## config.mk

```make
export PLATFORM = sky130hd
export DESIGN_NAME = ray_dispatcher
export DESIGN_NICKNAME = d
export VERILOG_FILES = /design/src/rtl/ray_dispatcher.sv
export SDC_FILE = /design/constraint.sdc
export NUM_CORES = 1
export LEC_CHECK = 0
export ABC_CLOCK_PERIOD_IN_PS = 5400
export BUFFER_PORTS_ARGS = -buffer_cell sky130_fd_sc_hd__buf_4
export CAP_MARGIN = 20
export CORE_ASPECT_RATIO = 1.2
export CORE_MARGIN = 10
export CORE_UTILIZATION = 53
export CTS_BUF_LIST = sky130_fd_sc_hd__clkbuf_4
export CTS_CLUSTER_DIAMETER = 150
export DETAILED_ROUTE_END_ITERATION = 8
export GPL_ROUTABILITY_DRIVEN = 0
export PLACE_DENSITY = 0.83
export SLEW_MARGIN = 20
export SYNTH_ARGS = -nofsm -noshare
export SYNTH_HDL_FRONTEND = slang
export SYNTH_SLANG_ARGS = --single-unit
```

## constraint.sdc

```tcl
create_clock -name clk_in -period 5.4 [get_ports clk_in]
set_input_delay 0.54 -clock clk_in [delete_from_list [all_inputs] [get_ports clk_in]]
set_output_delay 0.54 -clock clk_in [all_outputs]
set_load 0.01 [all_outputs]
```

## src/rtl/ray_dispatcher.sv

```systemverilog
// ray_dispatcher: frame scheduler in front of the voxel traversal unit (VTU).
// Latches a camera, walks the screen in raster order launching one primary
// ray at a time, shades each hit by block type and face normal, and writes
// one RGB565 pixel per ray to the framebuffer port with backpressure.
//
// Vectors are packed as {x, y, z}, each component a B-bit two's complement
// fixed-point value: x = [3B-1:2B], y = [2B-1:B], z = [B-1:0].
// The block-colour palette is supplied as a packed parameter, entry k at
// bits [16k+15:16k], indexed by the BlockType value (BLOCK_AIR = 0).
module ray_dispatcher #(
    parameter int                          H_RES     = 320,
    parameter int                          V_RES     = 180,
    parameter int                          PIX_SHIFT = 7,
    parameter logic [15:0]                 SKY_COLOR = 16'h867D,
    parameter int                          B         = 16,
    parameter int                          BT_W      = 4,
    parameter logic [16*(2**BT_W)-1:0]     PALETTE   = {
        16'h5AEB, 16'h9A52, 16'hC3A0, 16'h2945, 16'h07FF, 16'hF81F, 16'hFFE0, 16'h8410,
        16'h4208, 16'h1234, 16'hABCD, 16'h001F, 16'h07E0, 16'hF800, 16'hFFFF, 16'h0000}
) (
    input  logic                              clk_in,
    input  logic                              rst_in,
    input  logic                              frame_start,
    input  logic [3*B-1:0]                    cam_pos,
    input  logic [3*B-1:0]                    cam_forward,
    input  logic [3*B-1:0]                    cam_right,
    input  logic [3*B-1:0]                    cam_up,
    output logic                              frame_busy,
    output logic                              frame_done,
    output logic                              vtu_rst,
    output logic [3*B-1:0]                    vtu_ray_origin,
    output logic [3*B-1:0]                    vtu_ray_direction,
    input  logic [BT_W-1:0]                   vtu_hit,
    input  logic [3*B-1:0]                    vtu_hit_norm,
    input  logic                              vtu_hit_valid,
    output logic [$clog2(H_RES*V_RES)-1:0]    px_addr,
    output logic [15:0]                       px_data,
    output logic                              px_valid,
    input  logic                              px_ready
);

    localparam int                AW         = $clog2(H_RES*V_RES);
    localparam int                XW         = (H_RES > 1) ? $clog2(H_RES) : 1;
    localparam logic [AW-1:0]     LAST_PIX   = AW'(H_RES*V_RES-1);
    localparam logic [XW-1:0]     LAST_X     = XW'(H_RES-1);
    localparam logic [B-1:0]      HALF_H     = B'(H_RES/2);
    localparam logic [B-1:0]      HALF_V     = B'(V_RES/2);
    localparam logic [BT_W-1:0]   BLOCK_AIR  = '0;

    typedef enum logic [2:0] {
        IDLE, SETUP0, SETUP1, LAUNCH, WAIT, SHADE, WRITE, ADVANCE
    } state_t;

    // Componentwise fixed-point helpers; all results wrap at B bits.
    function automatic logic [3*B-1:0] vec_add(input logic [3*B-1:0] a, input logic [3*B-1:0] b);
        logic [3*B-1:0] r;
        for (int i = 0; i < 3; i++) r[i*B +: B] = a[i*B +: B] + b[i*B +: B];
        return r;
    endfunction

    function automatic logic [3*B-1:0] vec_sub(input logic [3*B-1:0] a, input logic [3*B-1:0] b);
        logic [3*B-1:0] r;
        for (int i = 0; i < 3; i++) r[i*B +: B] = a[i*B +: B] - b[i*B +: B];
        return r;
    endfunction

    function automatic logic [3*B-1:0] vec_sra(input logic [3*B-1:0] a);
        logic [3*B-1:0]      r;
        logic signed [B-1:0] c;
        for (int i = 0; i < 3; i++) begin
            c = a[i*B +: B];
            r[i*B +: B] = c >>> PIX_SHIFT;
        end
        return r;
    endfunction

    function automatic logic [3*B-1:0] vec_scale(input logic [3*B-1:0] a, input logic [B-1:0] k);
        logic [3*B-1:0] r;
        for (int i = 0; i < 3; i++) r[i*B +: B] = a[i*B +: B] * k;
        return r;
    endfunction

    state_t            r_state;
    logic [3*B-1:0]    r_cam_pos, r_cam_fwd, r_cam_right, r_cam_up;
    logic [3*B-1:0]    r_du, r_dv, r_row_dir, r_dir;
    logic [XW-1:0]     r_x;
    logic [AW-1:0]     r_pix;
    logic [BT_W-1:0]   r_hit;
    logic [3*B-1:0]    r_norm;
    logic              r_frame_busy, r_frame_done, r_vtu_rst, r_px_valid;
    logic [AW-1:0]     r_px_addr;
    logic [15:0]       r_px_data;

    logic [3*B-1:0]    w_row_dir0;
    logic [15:0]       w_base, w_shaded;
    logic [4:0]        w_r, w_b, w_sr, w_sb;
    logic [5:0]        w_g, w_sg;
    logic [B-1:0]      w_nx, w_ny, w_nz;

    // Top-left ray: forward, stepped left by half a row and up by half a column.
    assign w_row_dir0 = vec_sub(vec_add(r_cam_fwd, vec_scale(r_dv, HALF_V)), vec_scale(r_du, HALF_H));

    assign w_nx = r_norm[3*B-1:2*B];
    assign w_ny = r_norm[2*B-1:B];
    assign w_nz = r_norm[B-1:0];

    // Shade the captured hit: palette colour dimmed per channel by face orientation.
    always_comb begin
        // NOTE: every always_comb output gets a default first so no path can infer a latch.
        w_base = PALETTE[{r_hit, 4'b0000} +: 16];
        w_r    = w_base[15:11];
        w_g    = w_base[10:5];
        w_b    = w_base[4:0];
        w_sr   = w_r;
        w_sg   = w_g;
        w_sb   = w_b;
        if (w_nx != '0) begin
            w_sr = w_r - (w_r >> 2);
            w_sg = w_g - (w_g >> 2);
            w_sb = w_b - (w_b >> 2);
        end else if (w_nz != '0) begin
            w_sr = w_r >> 1;
            w_sg = w_g >> 1;
            w_sb = w_b >> 1;
        end else if (w_ny != '0 && w_ny[B-1]) begin
            w_sr = w_r >> 2;
            w_sg = w_g >> 2;
            w_sb = w_b >> 2;
        end
        w_shaded = (r_hit == BLOCK_AIR) ? SKY_COLOR : {w_sr, w_sg, w_sb};
    end

    // Frame/pixel sequencer with all outputs registered.
    always_ff @(posedge clk_in) begin
        // NOTE: sequential state uses non-blocking assignments so every register samples pre-edge values.
        if (rst_in) begin
            r_state      <= IDLE;
            r_cam_pos    <= '0;
            r_cam_fwd    <= '0;
            r_cam_right  <= '0;
            r_cam_up     <= '0;
            r_du         <= '0;
            r_dv         <= '0;
            r_row_dir    <= '0;
            r_dir        <= '0;
            r_x          <= '0;
            r_pix        <= '0;
            r_hit        <= '0;
            r_norm       <= '0;
            r_frame_busy <= 1'b0;
            r_frame_done <= 1'b0;
            r_vtu_rst    <= 1'b0;
            r_px_valid   <= 1'b0;
            r_px_addr    <= '0;
            r_px_data    <= '0;
        end else begin
            r_frame_done <= 1'b0;
            r_vtu_rst    <= 1'b0;
            case (r_state)
                IDLE: begin
                    // A request coinciding with the done pulse is dropped.
                    if (frame_start && !r_frame_done) begin
                        r_cam_pos    <= cam_pos;
                        r_cam_fwd    <= cam_forward;
                        r_cam_right  <= cam_right;
                        r_cam_up     <= cam_up;
                        r_x          <= '0;
                        r_pix        <= '0;
                        r_frame_busy <= 1'b1;
                        r_state      <= SETUP0;
                    end
                end
                SETUP0: begin
                    r_du    <= vec_sra(r_cam_right);
                    r_dv    <= vec_sra(r_cam_up);
                    r_state <= SETUP1;
                end
                SETUP1: begin
                    r_row_dir <= w_row_dir0;
                    r_dir     <= w_row_dir0;
                    r_vtu_rst <= 1'b1;
                    r_state   <= LAUNCH;
                end
                LAUNCH: begin
                    // A hit still held from the previous ray is not looked at here.
                    r_state <= WAIT;
                end
                WAIT: begin
                    if (vtu_hit_valid) begin
                        r_hit   <= vtu_hit;
                        r_norm  <= vtu_hit_norm;
                        r_state <= SHADE;
                    end
                end
                SHADE: begin
                    r_px_data  <= w_shaded;
                    r_px_addr  <= r_pix;
                    r_px_valid <= 1'b1;
                    r_state    <= WRITE;
                end
                WRITE: begin
                    if (px_ready) begin
                        r_px_valid <= 1'b0;
                        r_state    <= ADVANCE;
                    end
                end
                ADVANCE: begin
                    if (r_pix == LAST_PIX) begin
                        r_frame_done <= 1'b1;
                        r_frame_busy <= 1'b0;
                        r_state      <= IDLE;
                    end else begin
                        if (r_x < LAST_X) begin
                            r_x   <= r_x + 1'b1;
                            r_dir <= vec_add(r_dir, r_du);
                        end else begin
                            // Both take the old row start, so the new row begins one dv lower.
                            r_x       <= '0;
                            r_row_dir <= vec_sub(r_row_dir, r_dv);
                            r_dir     <= vec_sub(r_row_dir, r_dv);
                        end
                        r_pix     <= r_pix + 1'b1;
                        r_vtu_rst <= 1'b1;
                        r_state   <= LAUNCH;
                    end
                end
                default: r_state <= IDLE;
            endcase
        end
    end

    assign frame_busy        = r_frame_busy;
    assign frame_done        = r_frame_done;
    assign vtu_rst           = r_vtu_rst;
    assign vtu_ray_origin    = r_cam_pos;
    assign vtu_ray_direction = r_dir;
    assign px_addr           = r_px_addr;
    assign px_data           = r_px_data;
    assign px_valid          = r_px_valid;

endmodule
```

# Word level (Yosys, flattened, before mapping)
# Index checks and enable logic that the tools add are counted.
[totals]
output_inout_bits = 132
elab_cells = 115
input_bits = 249
reg_bits = 486
[op_classes]
reduce_logical = 20
n_addsub = 17
muxes = 36
bitwise = 1
eq_ne = 14
shifts = 1
magnitude_cmp = 1
n_mul = 6
[ops]
columns = ["op", "count"]
rows = [
  ["256-bit by 9-bit variable part select with 16-bit output, first input constant", 1],
  ["48-bit two-way mux", 4],
  ["48-bit one-hot mux with 2 select lines", 2],
  ["16-bit adder", 6],
  ["16-bit subtractor", 6],
  ["16-bit by 3-bit multiplier with 11-bit output, second input constant", 3],
  ["16-bit by 6-bit multiplier with 15-bit output, second input constant", 3],
  ["16-bit two-way mux", 3],
  ["16-bit nonzero test", 3],
  ["16-bit one-hot mux with 2 select lines", 1],
  ["5-bit two-way mux", 6],
  ["9-bit two-way mux", 3],
  ["3-bit one-hot mux with 8 select lines", 1],
  ["6-bit two-way mux", 3],
  ["9-bit one-hot mux with 2 select lines", 1],
  ["16-bit by 1-bit adder with 16-bit output, second input constant", 1],
  ["16-bit == test, second input constant", 1],
  ["3-bit == test, second input constant", 4],
  ["2-bit != test, second input constant", 6],
  ["3-bit AND reduction", 4],
  ["5-bit by 3-bit subtractor with 5-bit output", 2],
  ["9-bit by 1-bit adder with 9-bit output, second input constant", 1],
  ["9-bit less-than comparator, second input constant", 1],
  ["3-bit two-way mux", 3],
  ["other kinds (14)", 27],
]

# Depth between registers and ports, before layout
# Gate-level depths: netlist of run 1.
[depth]
depth_word = 6
mapped_depth = 24
ltp_nobuf = 24

# Worst setup path before layout of run 1
# Ideal clock, no wire load.
[synth_path]
path_type = "reg-to-reg"
from = "reg r_dv[1]"
to = "reg r_dir[15], in the netlist vtu_ray_direction[15]"
path_stages_with_launch = 24
n_path_buf = 0
required_time_ns = 5.278
setup_ns = 0.122
slack_ns = 0.440
arrival_time_ns = 4.838
synth_period_minus_slack_ns = 4.960
cell_sequence = "dfxtp_1 ha_1 xor2_1 ha_1 inv_1 fa_1 inv_1 ha_1 a21oi_1 o21bai_1 a21oi_1 o21bai_1 a21oi_1 xnor2_1 fa_1 ha_1 and2_1 nand4_1 nand3_1 o41ai_1 xnor2_1 nand3_1 a21oi_1 a311o_1"
[synth_between]
elab_chain_cells = 4
word_cells_on_any_way = 7
cone_classes = "3 x add/sub; 1 x mul; 3 x mux"
[synth_lines]
columns = ["item", "line_no", "text"]
rows = [
  ["start: declaration", "85", "logic [3*B-1:0] r_du, r_dv, r_row_dir, r_dir;"],
  ["start signal: assignment", "175", "r_dv <= vec_sra(r_cam_up);"],
  ["16-bit by 6-bit multiplier with 15-bit output / 16-bit subtractor (equally long branches)", "79, 63", ""],
  ["16-bit adder / 48-bit two-way mux (equally long branches)", "57, 213", ""],
  ["16-bit subtractor / 48-bit two-way mux (equally long branches)", "63, 208", ""],
  ["48-bit one-hot mux with 2 select lines *", "159", "case (r_state)"],
  ["end signal: assignment", "180", "r_dir <= w_row_dir0;"],
  ["end signal: assignment", "215", "r_dir <= vec_add(r_dir, r_du);"],
  ["end signal: assignment", "220", "r_dir <= vec_sub(r_row_dir, r_dv);"],
  ["end: declaration", "85", ""],
]
# Mark *: on every way between the ends. The rest lies on a longest branch, timed or not. The select of a mux whose other input is x is not followed.
# A chain may end at the register's enable or synchronous reset.

# Worst setup path after layout of run 1
[layout_path]
from = "reg r_dv[34]"
to = "reg r_dir[46], in the netlist vtu_ray_direction[46]"
# Same word-level chain as after synthesis.

==> results of run 1 <==
-- per-stage QoR --
| stage | power (mW) | cells |
|---|---|---|
| final | 9.570 | 4716 |
| after global routing | 10.14 | 4716 |
| after CTS | 9.426 | 4704 |
| after detailed placement | 6.690 | 4343 |
| after global placement | 6.618 | 4343 |
| after floorplan | 5.724 | 3493 |
-- cell type report --
type	instances	area share, %
antenna	10	0.07455
clock buffer	157	3.512
clock inverter	17	0.2274
inverter	267	2.986
multi-input combinational	2660	52.99
sequential	401	23.96
tap	651	2.427
timing repair buffer	553	13.82
-- report_power, final --
group	switching (mW)	internal (mW)
registers	0.184	3.16
clock network	1.30	1.31
logic	2.09	1.53
total	3.57	6.00
-- routing by layer --
layer	track usage, %	vias up
met2	46.42	1186
met5	0	-
met1	32.64	12638
li1	-	12953
met3	6.223	289
met4	15.04	2
-- logic make-up (layout without fill, tap and decap cells) --
kind of cell / after synthesis / in the layout / synth area share (%)
AND/OR/NAND/NOR: 1202 / 1202 / 18.70
AO/OA/AOI/OAI: 889 / 889 / 19.78
buffers and inverters: 432 / 994 / 6.286
flip-flops: 401 / 401 / 29.42
adder cells (fa/ha/maj): 372 / 372 / 19.42
XOR/XNOR: 189 / 189 / 6.094
multiplexers: 8 / 8 / 0.2980
other: 0 / 10 / 0
-- path summary, 6_finish.rpt --
check / startpoint / to / slack, ps / cells after the start
max: r_dv[34] / vtu_ray_direction[46] / 110 / 20
min reg2reg: r_cam_up[46] / r_dv[39] / 440 / 2
max reg2reg: r_dv[34] / vtu_ray_direction[46] / 110 / 20
min: px_ready / px_valid / 60 / 4
-- worst max-delay path, cell delays in order, from the launching register on --
cell       delay (ps)
dfxtp_1           310
ha_1              340
ha_1              290
inv_1              50
fa_1              500
inv_1              40
ha_1              220
fa_2              430
a21oi_2           210
o2111ai_1         210
a21o_1            230
a21oi_2           180
xnor2_1           170
fa_1              450
ha_1              200
or3_1             380
a311oi_2          330
o311ai_1          180
o41ai_2           120
a221oi_1           90
a211oi_1          250
-- cell usage in the layout (no fill, tap or decap), types with 22 or more instances in the layout --
master,instances
xor2_1,84
o21bai_1,26
fa_1,84
a21oi_1,418
buf_4,364
nor2_1,256
a21o_1,41
dlygate4sd3_1,187
nand2b_1,25
o21ai_0,124
dfxtp_1,390
clkbuf_4,157
xnor2_1,101
o21a_1,25
nand3_1,50
a211oi_1,62
inv_1,266
o211ai_1,32
a311oi_1,24
nor3_1,72
nand2_1,674
ha_1,282
or3_1,22
-- state kept, by name, indices dropped and copies added (netlist names), 27 cells and up --
signal,cells
vtu_ray_origin,48
r_cam_right,27
r_cam_fwd,48
vtu_ray_direction,48
r_dv,27
r_du,27
r_norm,33
r_cam_up,27
r_row_dir,48
-- what timing repair did --
item                                    4_1_cts  5_1_grt
gates cloned                                  0        0
setup buffers                                 0        2
hold buffers                                187        0
hold endpoints to repair                    187        0
resized for setup                             1       49
pin swaps                                     0       18
endpoints found under the setup margin        1       20
==> results.cfg, run 1 <==
[critical_path]
path_max_fanout = 2
worst_setup_path_start_kind = flop
crit_required_ps = 6130
critPathCaptureType = flop
critPathKind = flop to flop
cp_data_arrival_time_ps = 6020

[clock_tree]
cts_root_buf = clkbuf_4
cts_tree = done
clockBufferDepth = 3
htreeDepth = 3
clk_latency_ps = 870
clk_pin_slew_ps = 80
cts.sinks = 401
cts_made_buffers = 105

[detailed_routing]
drc = 0
antenna_left = 0
totalWireLength_um = 87050
post_drt_wl_per_cell_um = 18.46
wl_met1_um = 34400
viasPerCell = 5.740
first_pass_iters = 7
drt_iter0_markers = 1914
wl_met2_um = 41130
met3WireLength_um = 7229
top_layer_used = met5
vias = 27068

[timing]
setup_viol = 0
skew_ps = 62.64
max_freq_mhz = 188.9
slew_violations = 0
rsz0062_at_grt = true
fin_tns_setup_ps = 0
fin_hold_ws_ps = 57.47
fin_crit_sh_pct = 98.04
hold_viol_final = 0
finalCriticalPeriod_ps = 5294
tightest_slew_ps = 1013
slew_headroom_pct = 32.26
setup_ws_ps = 106.0

[job]
cap_violations = 0

[die]
start_util_pct = 53.26
ios = 381
die_w_um = 227.1
row_count = 91
core_area_um2 = 51240
fp.dieH_um = 268.6
die_area_um2 = 61000

[finish]
multiInputGateArea_um2 = 17790
final_util_pct = 65.51
fillers = 4175
fin_area_um2 = 33560
drive_gt1_share_pct = 15.29
register_area_um2 = 8041
num-nets-final = 4609
areaGrowthSynthToFinish_pct = 23.00

[logic_synthesis]
synth_top_area_cell = dfxtp_1
synth_ff_type = dfxtp_1
synth_edf_count = 0
synth_cell_types = 86
ys_async_sr_fraction_pct = 0
syn_inst = 3493
ys_top_cells_by_count = 675 x nand2_1, 433 x a21oi_1, 401 x dfxtp_1
netlist_top_cells_area = dfxtp_1 29%, ha_1 13%, nand2_1 9.3%
synth.most_common_cell = nand2_1
synth_nets = 4114
ys_seq_area_share_pct = 29.42
synth.avg_cell_area_um2 = 7.812
yosysWarningCount = 0
syn-cell-area_um2 = 27290
synth_top_area_share_pct = 29.42
synth_seq_cells = 401

[pwr]
p_per_area_nw_per_um2 = 285.1
leakage_nw = 14.54
ir_drop_mv = 0.1706

[global_routing]
grt_max_degree = 165
overflow = 0
antenna_found_initial = 11
grt.total_usage_pct = 27.78
grt_pass1_wl_um = 137600
grt_pass1_vias = 27010

[min_path]
hold_class = primary input to flop

[outcome]
status = completed

[placed_design]
place_area_um2 = 30190
dpl_worst_slack_ps = -1.676
hpwlAfterDp_um = 59230
port_buffers = 323
Note: power is estimated with default switching activity, not from simulation.
==> inputs of run 2 (changes only) <==
- CELL_PAD_IN_SITES_DETAIL_PLACEMENT: unset -> 1
- CELL_PAD_IN_SITES_GLOBAL_PLACEMENT: unset -> 1
- CORE_UTILIZATION: 53 -> 44
- PLACE_DENSITY: 0.83 -> 0.9
==> results.cfg, run 2 (same netlist as run 1, synthesis figures left out) <==
[die]
ios = 381
die_w_um = 247.3
row_count = 99
core_area_um2 = 61070
start_util_pct = 44.68
fp.dieH_um = 292.8
die_area_um2 = 72420

[min_path]
hold_class = primary input to flop
whs_path_depth = 2
hold_start = rst_in
worstHoldEndpoint = r_x[0]

[timing]
fin_crit_sh_pct = 120.1
max_freq_mhz = 154.2
finalCriticalPeriod_ps = 6486
slew_violations = 0
tightest_slew_ps = 1391
rsz0062_at_grt = true
setup_ws_ps = -1086
skew_ps = 98.44
hold_viol_final = 0
slew_headroom_pct = 6.682
fin_tns_setup_ps = -12070
setup_viol = 26

[detailed_routing]
first_pass_iters = 6
vias = 30382
antenna_left = 0
totalWireLength_um = 135200
drc = 0
viasPerCell = 6.183
drt_iter0_markers = 2696
post_drt_wl_per_cell_um = 27.52

[critical_path]
crit_chain = ha_4 -> fa_1 -> inv_1 -> fa_1 -> inv_1 -> ha_1 -> nor3_1 -> nor2_1 -> o41ai_2 -> xnor2_1 -> fa_1 -> ha_1 -> nor3_1 -> nor2_2 -> o41ai_4 -> xnor2_2 -> nand3_1 -> a21oi_1 -> a311o_1
reg2reg_slack_ps = -1090
cp-startpoint = r_dv[15]
path_max_fanout = 5
reg2regPathDepth = 19
cpMostUsedCell = fa_1
worst_setup_path_start_kind = flop
crit_required_ps = 6150
slowest_stage = fa_1
cp_data_arrival_time_ps = 7240
r2r_end = vtu_ray_direction[15]
critPathCaptureType = flop
slowest_delay_ps = 680
critPathKind = flop to flop
r2r-start = r_dv[15]

[clock_tree]
htreeDepth = 3
cts_tree = done
cts.sinks = 401
cts_root_buf = clkbuf_4
cts_made_buffers = 112
clockBufferDepth = 3
clk_latency_ps = 940
clk_pin_slew_ps = 80

[global_routing]
grt_pass1_wl_um = 173200
grt_max_degree = 109
antenna_found_initial = 21
grt.total_usage_pct = 30.02
overflow = 0
grt_pass1_vias = 31034

[finish]
areaGrowthSynthToFinish_pct = 26.07
num-nets-final = 4625
stdcell_count = 4914
drive_gt1_share_pct = 16.83
layout_commonest_cell = nand2_1
fillers = 7441
final_cell_mix = 673 x nand2_1, 417 x a21oi_1, 385 x dfxtp_1

[job]
cap_violations = 0

[placed_design]
hpwlAfterDp_um = 71730
dp_cells = 4503
port_buffers = 323

[pwr]
leakage_nw = 14.68
total_power_mw = 10.70
p_per_area_nw_per_um2 = 311.0
ir_drop_mv = 0.1815

[outcome]
violations = negative setup slack
status = finished, violations left
-- run 2: layout make-up --
cell class                      instances  area [um^2]  share of cell area (%)
Multi-Input combinational cell       2660        18130                   52.71
Sequential cell                       401         8063                   23.44
Timing Repair Buffer                  562         4726                   13.74
Clock buffer                          168         1261                   3.666
Tap cell                              808         1011                   2.939
Inverter                              267         1002                   2.913
Clock inverter                         29        156.4                  0.4546
Antenna cell                           19        47.55                  0.1382
-- run 2: timing repair --
action | in CTS | in global routing
hold endpoints to repair | 188 | 0
setup buffers | 0 | 7
cloned | 0 | 0
hold buffers | 188 | 0
pin swaps | 1 | 45
endpoints found under the setup margin | 3 | 24
gates resized for setup | 8 | 101
-- run 2: critical path, delay by kind of cell (launching register included) --
family	cells	cell delay [ps]
compound gates	4	570
xor+xnor	2	490
fa+ha+maj	6	3120
buf+inv	2	810
flops	1	390
simple gates	5	900
-- run 2: per-stage QoR --
stage / instance area (um^2) / hold WS [ps] / utilization (%) / setup WS [ps]
2_1_floorplan: 27290 / 432.1 / - / 440.4
3_3_place_gp: 30420 / 438.9 / 49.81 / 54.85
3_5_place_dp: 30420 / 445.8 / 49.81 / -89.51
4_1_cts: 33750 / 83.28 / 55.27 / 8.738
5_1_grt: 34390 / 154.4 / 56.32 / -1225
6_report: 34400 / 174.1 / 56.33 / -1086
-- run 2: worst max path at each step --
stage | endpoint | slack (ps) | depth (start not counted)
finish | vtu_ray_direction[15] | -1090 | 19
global route | vtu_ray_direction[14] | -1220 | 18
CTS | vtu_ray_direction[15] | 9 | 23
detailed placement | vtu_ray_direction[15] | -90 | 23
global placement | vtu_ray_direction[15] | 50 | 23
floorplan | vtu_ray_direction[15] | 440 | 23
-- run 2: report_power, final --
group	switching (mW)	leakage, nW	internal, mW	total [mW]
clock network	1.56	0.841	1.46	3.02
logic	2.67	10.6	1.62	4.29
registers	0.232	3.27	3.16	3.39
total	4.46	14.7	6.24	10.7
-- run 2: metal layers --
metal	GRT usage, %	vias to the layer above	share of wire [%]
li1	-	13003	-
met1	32.24	14668	35
met2	52.54	1886	46
met3	6.356	813	10
met4	19.20	12	8.3
met5	0	-	0.14
